**config.mk**
```make
export PLATFORM = sky130hd
export DESIGN_NAME = conversor_bcd
export DESIGN_NICKNAME = d
export VERILOG_FILES = /design/src/rtl/conversor_bcd.sv
export SDC_FILE = /design/constraint.sdc
export NUM_CORES = 1
export LEC_CHECK = 0
export BUFFER_PORTS_ARGS = -buffer_cell sky130_fd_sc_hd__buf_2
export CAP_MARGIN = 10
export CELL_PAD_IN_SITES_DETAIL_PLACEMENT = 1
export CELL_PAD_IN_SITES_GLOBAL_PLACEMENT = 1
export CORE_ASPECT_RATIO = 0.6
export CORE_UTILIZATION = 38
export DETAILED_ROUTE_END_ITERATION = 6
export MAX_ROUTING_LAYER = met4
export PLACE_DENSITY = 0.85
export SLEW_MARGIN = 40
export SYNTH_ARGS = -nofsm -noshare
export SYNTH_HDL_FRONTEND = slang
export SYNTH_SLANG_ARGS = --single-unit
```
**constraint.sdc**
```tcl
create_clock -name clock -period 1.65 [get_ports clock]
set_input_delay 0 -clock clock [delete_from_list [all_inputs] [get_ports clock]]
set_output_delay 0 -clock clock [all_outputs]
set_load 0.02 [all_outputs]
```
**src/rtl/conversor_bcd.sv**
```systemverilog
// conversor_bcd: signed 32-bit binary to four-digit BCD converter for the
// seven-segment display stage. Magnitude is converted by double-dabble over
// 14 shift cycles; values beyond 9999 show dashes, leading zeros optionally blank.
//
// Handshake: `inicio` is a request sampled only while idle (`ocupado`=0);
// requests seen while busy are dropped, not queued. `pronto` is a one-cycle
// pulse in the same cycle the digit outputs take their new values; the digit
// outputs and `sinal` hold steady at every other time.
module conversor_bcd #(
    parameter bit SUPRIME_ZEROS = 1'b1
) (
    input  logic        clock,
    input  logic        reset,
    input  logic [31:0] entrada,
    input  logic        inicio,
    output logic        ocupado,
    output logic        pronto,
    output logic        sinal,
    output logic [3:0]  milhar,
    output logic [3:0]  centena,
    output logic [3:0]  dezena,
    output logic [3:0]  unidade,
    output logic [1:0]  estado
);

    typedef enum logic [1:0] {
        OCIOSO   = 2'd0,
        CONVERTE = 2'd1,
        FORMATA  = 2'd2
    } estado_t;

    localparam logic [3:0] BRANCO    = 4'hA;
    localparam logic [3:0] TRACO     = 4'hF;
    localparam logic [3:0] DIGITO_RST = SUPRIME_ZEROS ? BRANCO : 4'h0;

    estado_t     estado_q;
    estado_t     estado_d;
    logic [3:0]  contador;
    logic [13:0] bin_q;
    logic [15:0] bcd_q;
    logic        sinal_int;
    logic        estouro;

    logic [31:0] mag;
    logic [15:0] bcd_adj;
    logic [29:0] deslocado;
    logic [3:0]  fmt_milhar;
    logic [3:0]  fmt_centena;
    logic [3:0]  fmt_dezena;
    logic [3:0]  fmt_unidade;

    assign estado = estado_q;

    // Magnitude of the incoming value; -2^31 maps to 2^31 as unsigned.
    always_comb begin
        mag = entrada[31] ? (~entrada + 32'd1) : entrada;
    end

    // Double-dabble step: add 3 to every nibble >= 5, then shift {bcd, bin} left.
    always_comb begin
        bcd_adj = bcd_q;
        for (int i = 0; i < 4; i++) begin
            if (bcd_q[4*i +: 4] >= 4'd5)
                bcd_adj[4*i +: 4] = bcd_q[4*i +: 4] + 4'd3;
        end
        deslocado = {bcd_adj, bin_q} << 1;
    end

    // Display formatting: dashes on overflow, otherwise digits with optional
    // leading-zero blanking (units digit always shown).
    always_comb begin
        fmt_milhar  = bcd_q[15:12];
        fmt_centena = bcd_q[11:8];
        fmt_dezena  = bcd_q[7:4];
        fmt_unidade = bcd_q[3:0];
        if (estouro) begin
            fmt_milhar  = TRACO;
            fmt_centena = TRACO;
            fmt_dezena  = TRACO;
            fmt_unidade = TRACO;
        end else if (SUPRIME_ZEROS) begin
            if (bcd_q[15:12] == 4'd0) fmt_milhar  = BRANCO;
            if (bcd_q[15:8]  == 8'd0) fmt_centena = BRANCO;
            if (bcd_q[15:4]  == 12'd0) fmt_dezena = BRANCO;
        end
    end

    // Next-state logic.
    always_comb begin
        estado_d = estado_q;
        case (estado_q)
            OCIOSO:   if (inicio) estado_d = CONVERTE;
            CONVERTE: if (contador == 4'd13) estado_d = FORMATA;
            FORMATA:  estado_d = OCIOSO;
            default:  estado_d = OCIOSO;
        endcase
    end

    // State register; reset aborts any conversion in progress.
    always_ff @(posedge clock) begin
        if (reset) estado_q <= OCIOSO;
        else       estado_q <= estado_d;
    end

    // Datapath: capture on acceptance, shift while converting, publish on format.
    always_ff @(posedge clock) begin
        if (reset) begin
            ocupado   <= 1'b0;
            pronto    <= 1'b0;
            sinal     <= 1'b0;
            milhar    <= DIGITO_RST;
            centena   <= DIGITO_RST;
            dezena    <= DIGITO_RST;
            unidade   <= 4'h0;
            contador  <= 4'd0;
            bin_q     <= 14'd0;
            bcd_q     <= 16'd0;
            sinal_int <= 1'b0;
            estouro   <= 1'b0;
        end else begin
            pronto  <= 1'b0;
            ocupado <= (estado_d != OCIOSO);
            case (estado_q)
                OCIOSO: begin
                    if (inicio) begin
                        sinal_int <= entrada[31];
                        estouro   <= (mag > 32'd9999);
                        bin_q     <= mag[13:0];
                        bcd_q     <= 16'd0;
                        contador  <= 4'd0;
                    end
                end
                CONVERTE: begin
                    bcd_q    <= deslocado[29:14];
                    bin_q    <= deslocado[13:0];
                    contador <= contador + 4'd1;
                end
                FORMATA: begin
                    pronto  <= 1'b1;
                    sinal   <= sinal_int;
                    milhar  <= fmt_milhar;
                    centena <= fmt_centena;
                    dezena  <= fmt_dezena;
                    unidade <= fmt_unidade;
                end
                default: ;
            endcase
        end
    end

endmodule

```
# Word-level counts from Yosys, hierarchy flattened
# Cells that the tools add are included.
dict set report classes {
  n_addsub 6
  n_mul 0
  div_mod_pow 0
  order_cmp 5
  eq_ne 4
  n_shift 0
  muxes 22
  bitwise_logic 1
  n_reduce_logical 8
}
# cell n
set op_table {}
lappend op_table {{$mux 4} 11}
lappend op_table {{$add 32x1->32 const B} 1}
lappend op_table {{$gt 32x14->1 const B} 1}
lappend op_table {{$mux 32} 1}
lappend op_table {{$not 32->32} 1}
lappend op_table {{$pmux 16 s2} 1}
lappend op_table {{$pmux 14 s2} 1}
lappend op_table {{$ge 4x3->1 const B} 4}
lappend op_table {{$mux 16} 1}
lappend op_table {{$mux 14} 1}
lappend op_table {{$add 4x2->4 const B} 3}
lappend op_table {{$logic_not 12->1} 1}
lappend op_table {{$logic_not 8->1} 1}
lappend op_table {{$pmux 4 s2} 1}
lappend op_table {{$add 4x1->4 const B} 1}
lappend op_table {{$eq 4x4->1 const B} 1}
lappend op_table {{$logic_not 4->1} 1}
lappend op_table {{$mux 2} 2}
lappend op_table {{$pmux 2 s2} 1}
lappend op_table {{$reduce_and 2->1} 2}
lappend op_table {{$reduce_bool 2->1} 2}
lappend op_table {{$add 3x2->3 const B} 1}
lappend op_table {{$mux 3} 1}
lappend op_table {{$eq 2x1->1 const B} 1}
lappend op_table {{other kinds (4)} 4}
dict set report word_totals {
  reg_bits 57
  latch_bits 0
  ramBits 0
  mem_bits_ro 0
  input_bits 35
  output_inout_bits 21
  word_cells 59
  n_memories 0
}

# Longest topological paths before layout
# Gate-level depths: netlist (run 1).
dict set report logic_depth {
  word_depth 5
  ltp_mapped 9
}

# Worst setup path before layout (run 1)
# Ideal clock, no wire load.
dict set report synth_timing {
  path_type {reg2reg}
  from {register estado_q[1] (netlist: estado[1])}
  to {register estouro}
  setup_time_ps 137
  arrival_ps 1726
  t_required_ps 1513
  slack_ps -213
  stages_incl_launch_ff 7
  path_buffers 0
  synth_period_minus_slack_ps 1863
  cell_sequence {dfxtp_1 nor3b_2 o21ai_1 a41oi_1 o2111ai_1 a2111oi_2 a41oi_1}
}
dict set report synth_via {
  elab_chain_len 2
}
# item line_no
set synth_rtl {}
lappend synth_rtl {{start: declaration} 36} ;# estado_t estado_q;
lappend synth_rtl {{start signal: assignment} 102} ;# else estado_q <= estado_d;
lappend synth_rtl {{$logic_not 2->1} 123} ;# case (estado_q)
lappend synth_rtl {{$reduce_and 2->1 (no source line)} --}
lappend synth_rtl {{end signal: assignment} 127} ;# estouro <= (mag > 32'd9999);
lappend synth_rtl {{end: declaration} 42} ;# logic estouro;
# No other way between the ends.
# A chain may end at the register's enable or synchronous reset.

# Worst setup path in the final report (run 1)
# Ends and elaborated chain as after synthesis.

==> results.toml, run 1 <==
[sta]
post-route-period-util_pct = 112
fin_hold_ws_ps = 132
rsz0062_at_grt = "yes"
fmax_ghz = 0.543
hold_viol_final = 0
skew_ps = 8.46
fin_crit_ps = 1840
max_slew_margin_pct = 53.0
setup_ws_ps = -191
final-max-slew-violation-count = 0
finalSetupViolCount = 6
worst_pin_slew_ps = 703

[synth]
ys_warn_count = 0
synth_area_leaders = "dfxtp_1 (32%), nor2_1 (7.1%), nor3_1 (5.4%)"
ys_async_sr_fraction_pct = 0
ys_seq_area_share_pct = 32.2
avgSynthCellArea_um2 = 8.08
netlist.area_leader.share_pct = 32.2
ys_seq_elements = 57
synth_cell_types = 63
synth.most_common_cell = "nor2_1"
synth_edf_count = 0
synthFlopType = "dfxtp_1"
syn-instance-count = 439
synth_area_um2 = 3550
netlist.top_cell.by_area = "dfxtp_1"
synth_commonest_cells = "nor2_1 (67), dfxtp_1 (57), nor3_1 (38)"
syn_nets = 486

[cts]
cts_sinks = 57
worst_skew_pair.late_latency_ps = 340
cts_root_buffer = "clkbuf_16"
cts_tree = "done"
htreeDepth = 3
cts_buffer_depth = 2
numCtsBuffers = 9
clk_pin_slew_worst_paths_ps = 60

[floorplanning]
start_util_pct = 40.4
rows = 26
dieArea_um2 = 9740
ioPinCount = 56
dieWidth_um = 127
die_y_um = 76.9
coreArea_um2 = 8780

[global_routing]
antenna_found_initial = 0
grt_usage_pct = 30.4
grt_pass1_wl_mm = 22.4
grt_max_degree = 34
grt-ovfl-total = 0
grt_pass1_vias = 4300

[cells_and_area]
diodes = 0
fin_nets = 622
fillCellCount = 1061
area_growth_pct = 42.2
stdcell_count = 692
layout-drive-gt1-share_pct = 38.3

[placement]
place_congestion = 0.928
placedCellCount = 668
hpwl_mm = 9.45
io_buffers = 55

[critical_path]
cp_max_fo = 2
crit_path_start_kind = "flop"
crit_required_ps = 1850
critPathArrivalTime_ps = 2040
endpoint_kind = "flop"
crit_type = "reg2reg"

[route]
wl_mm = 15.8
drtIter0Drc = 529
num_vias = 4396
drc_errors = 0
drt.antenna.violating_nets = 0
post_drt_wl_per_cell_um = 22.8
routed_via_density = 6.35
first_pass_iters = 5

[power_and_ir_drop]
leakagePower_uw = 0.00207
finalPower_uw = 3810
power_density_nw_per_um2 = 756
vdd_drop_max_uv = 436

[run]
drv_cap = 0

[hold_path]
hold_path_class = "in2reg"

[run_status]
outcome = "finished with violations"
violations = "negative setup slack"
## per-stage QoR
| step | setup slack (ps) | util, % | instance area, um2 | setup TNS (ps) |
|---|---|---|---|---|
| floorplan | -124 | - | 3570 | -124 |
| global placement | -359 | 51.2 | 4500 | -1050 |
| detailed placement | -463 | 51.2 | 4500 | -1920 |
| CTS | -95.1 | 55.3 | 4860 | -95.1 |
| global route | -234 | 57.5 | 5050 | -634 |
| finish | -191 | 57.5 | 5050 | -370 |
## placed cells by master, fill, tap and decap left out, types with 10 or more instances in the layout
cell type	Yosys	routed
a21oi_1	21	17
a222oi_1	13	13
a22oi_1	10	10
buf_2	3	53
buf_4	0	95
dfxtp_1	57	52
inv_1	17	14
nand2_1	27	26
nor2_1	67	66
nor3_1	38	37
o21ai_0	20	17
xnor2_1	18	18
## critical path, cell delays in order, from the launching register on
cell       delay (ps)
dfxtp_1           340
nor3b_4           300
o21ai_2            90
a41oi_2           210
o2111ai_2         190
a2111oi_2         410
a41oi_1           160
## metal layers
layer  routed length (um)  vias to the layer above  global-route usage [%]
li1                     -                     1901                       -
met1                 6400                     2121                    37.1
met4                  720                        0                    9.29
met3                 1350                       97                    7.82
met2                 7320                      277                    49.5
met5                    0                        -                       -
## state kept, by name, indices dropped and copies added, names as in the netlist
signal     count
unidade        4
sinal_int      1
milhar         4
contador       4
estado         2
bin_q         14
centena        4
dezena         4
bcd_q         16
ocupado        1
sinal          1
estouro        1
pronto         1
## what timing repair did
item / 4_1_cts / 5_1_grt
resized for setup: 14 / 40
pin swaps: 10 / 18
setup buffers: 4 / 4
setup endpoints to repair: 10 / 17
hold buffers: 0 / 0
## worst paths after layout
path	start	endpoint	slack [ps]	depth (start not counted)
max	estado[1]	estouro	-190	6
min	entrada[0]	bin_q[0]	130	5
max reg2reg	estado[1]	estouro	-190	6
min reg2reg	centena[2]	centena[2]	490	2
## report_power, final
group	internal, uW	switching (uW)	total, uW
combinational	274	354	628
clock	1090	649	1740
sequential	1410	34.5	1450
total	2780	1040	3810
## layout make-up
cell class                 count  area (um2)  share of cell area (%)
timing repair buffer         152        1040                    20.7
clock buffer                  13         260                    5.16
clock inverter                 3        15.0                   0.297
tap                          112         140                    2.78
sequential                    57        1150                    22.7
inverter                      17        68.8                    1.36
multi-input combinational    338        2370                    47.0
## cells by family after synthesis
family / share of synthesized area (%)
AO/OA/AOI/OAI: 22.6
multiplexers: 1.20
flip-flops: 32.2
buffers and inverters: 6.95
XOR/XNOR: 5.18
AND/OR/NAND/NOR: 27.7
adder cells (fa/ha/maj): 4.23
No activity file was read; power rests on OpenSTA's default activity.
==> inputs of run 2 (changes only) <==
CAP_MARGIN = 20   (was 10)
CELL_PAD_IN_SITES_DETAIL_PLACEMENT = not set   (was 1)
CELL_PAD_IN_SITES_GLOBAL_PLACEMENT = not set   (was 1)
CORE_UTILIZATION = 52   (was 38)
PLACE_DENSITY = 0.86   (was 0.85)
==> results.toml, run 2 (synthesized netlist as in run 1, its figures left out) <==
[run_status]
outcome = "finished with violations"
violations = "design-rule violations, negative setup slack"

[floorplanning]
die_y_um = 66.0
start_util_pct = 55.8
coreArea_um2 = 6360
dieArea_um2 = 7170
rows = 22
dieWidth_um = 109
ioPinCount = 56

[route]
routed_via_density = 6.41
num_vias = 4193
drtIter0Drc = 586
drc_errors = 3
post_drt_wl_per_cell_um = 18.6
first_pass_iters = 7
drt.antenna.violating_nets = 0
wl_mm = 12.2

[cells_and_area]
largest_register_ffs = 16
max_flop_register = "bcd_q"
multi_input_area_um2 = 2400
layout_common_cells = "buf_4 (85), nor2_1 (66), buf_2 (55)"
reg_top3 = "bcd_q (16), bin_q (14)"
fin_util_pct = 78.4
final_area_um2 = 4990
fin_nets = 613
regArea_um2 = 1150
stdcell_count = 654
fillCellCount = 407
diodes = 0
final_common_cell = "buf_4"
area_growth_pct = 40.5
layout-drive-gt1-share_pct = 38.2

[cts]
cts_root_buffer = "clkbuf_16"
clk_pin_slew_worst_paths_ps = 50
cts_buffer_depth = 2
cts_tree = "done"
worst_skew_pair.late_latency_ps = 330
cts_sinks = 57
cts_hold_buf = 0
htreeDepth = 3
numCtsBuffers = 9

[power_and_ir_drop]
vdd_drop_max_uv = 797
p_sw_uw = 977
power_density_nw_per_um2 = 796
finalPower_uw = 3970
power_frac_seq_pct = 36.3
power.share.clock_pct = 48.8
power_frac_comb_pct = 14.9
swShare_pct = 24.6
leakagePower_uw = 0.00205
p_int_uw = 2990

[placement]
placed_cell_area_um2 = 4420
hpwl_mm = 8.00
place_congestion = 1.02
dp_slack_ps = -491
io_buffers = 55
placedCellCount = 633

[critical_path]
crit_required_ps = 1830
rr_endpoint = "estouro"
cp_max_fo = 2
crit_type = "reg2reg"
r2r-start = "estado[0]"
rr_worst_depth = 6
regToRegSetupSlack_ps = -120
crit_path_start_kind = "flop"
endpoint_kind = "flop"
critPathArrivalTime_ps = 1950

[hold_path]
min-delay-start = "entrada[31]"
hold_end = "estouro"
hold_path_class = "in2reg"
hold_path_depth = 3

[global_routing]
grt-ovfl-total = 0
grt_pass1_wl_mm = 18.7
grt_max_degree = 33
grt_pass1_vias = 3877
grt_usage_pct = 35.1
antenna_found_initial = 0

[sta]
worst_pin_slew_ps = 616
final-max-slew-violation-count = 0
setup_ws_ps = -122
post-route-period-util_pct = 107
max_slew_margin_pct = 58.9
fmax_ghz = 0.564
rsz0062_at_grt = "yes"
skew_ps = 7.29
hold_viol_final = 0
fin_crit_ps = 1770
finalSetupViolCount = 2

[run]
drv_cap = 0
run 2: what timing repair did:
item | 4_1_cts | 5_1_grt
cloned | 0 | 1
resized for setup | 21 | 28
setup buffers | 3 | 2
endpoints found under the setup margin | 7 | 22
pin swaps | 11 | 16
run 2: worst max path at each step:
stage / end / startpoint / slack [ps] / cells past startpoint
CTS: estouro / estado[1] / -50 / 6
detailed placement: estouro / entrada[1] / -490 / 10
floorplan: estouro / entrada[1] / -120 / 9
finish: estouro / estado[0] / -120 / 6
global placement: estouro / entrada[1] / -370 / 10
global route: estouro / estado[0] / -190 / 6
run 2: per-layer routing:
layer  part of all wire, %  routed length [um]  track usage [%]
met3                    12                1420             10.3
met5                     0                   0                -
met2                    44                5400             53.9
met1                    42                5060             43.9
met4                   2.5                 301             12.8
run 2: worst max-delay path, stage by stage (launching register included):
cell	delay, ps
dfxtp_4	350
nor3b_4	290
o21ai_2	110
a41oi_2	190
o2111ai_2	150
a2111oi_2	360
a41oi_1	170
run 2: power by group through the flow:
stage | registers [uW] | logic (uW) | clock network [uW]
5_1_grt | 1440 | 629 | 1990
4_1_cts | 1440 | 556 | 1940
6_report | 1440 | 590 | 1940
2_1_floorplan | 1460 | 288 | 0
3_5_place_dp | 1470 | 537 | 0
3_3_place_gp | 1470 | 525 | 0
run 2: metrics by stage:
stage                     setup TNS (ps)  hold WS, ps
after floorplan                     -124          148
after global placement             -1120          416
after detailed placement           -1860          425
final                               -140          148
after global routing                -489          174
after CTS                          -50.6          117
run 2: cell type report:
cell class	count	area share (%)
clock buffers	13	5.62
clock inverters	2	0.702
inverters	17	1.28
multi-input cells	339	48.1
flip-flops and latches	57	23.1
well taps	84	2.11
repair buffers	142	19.1
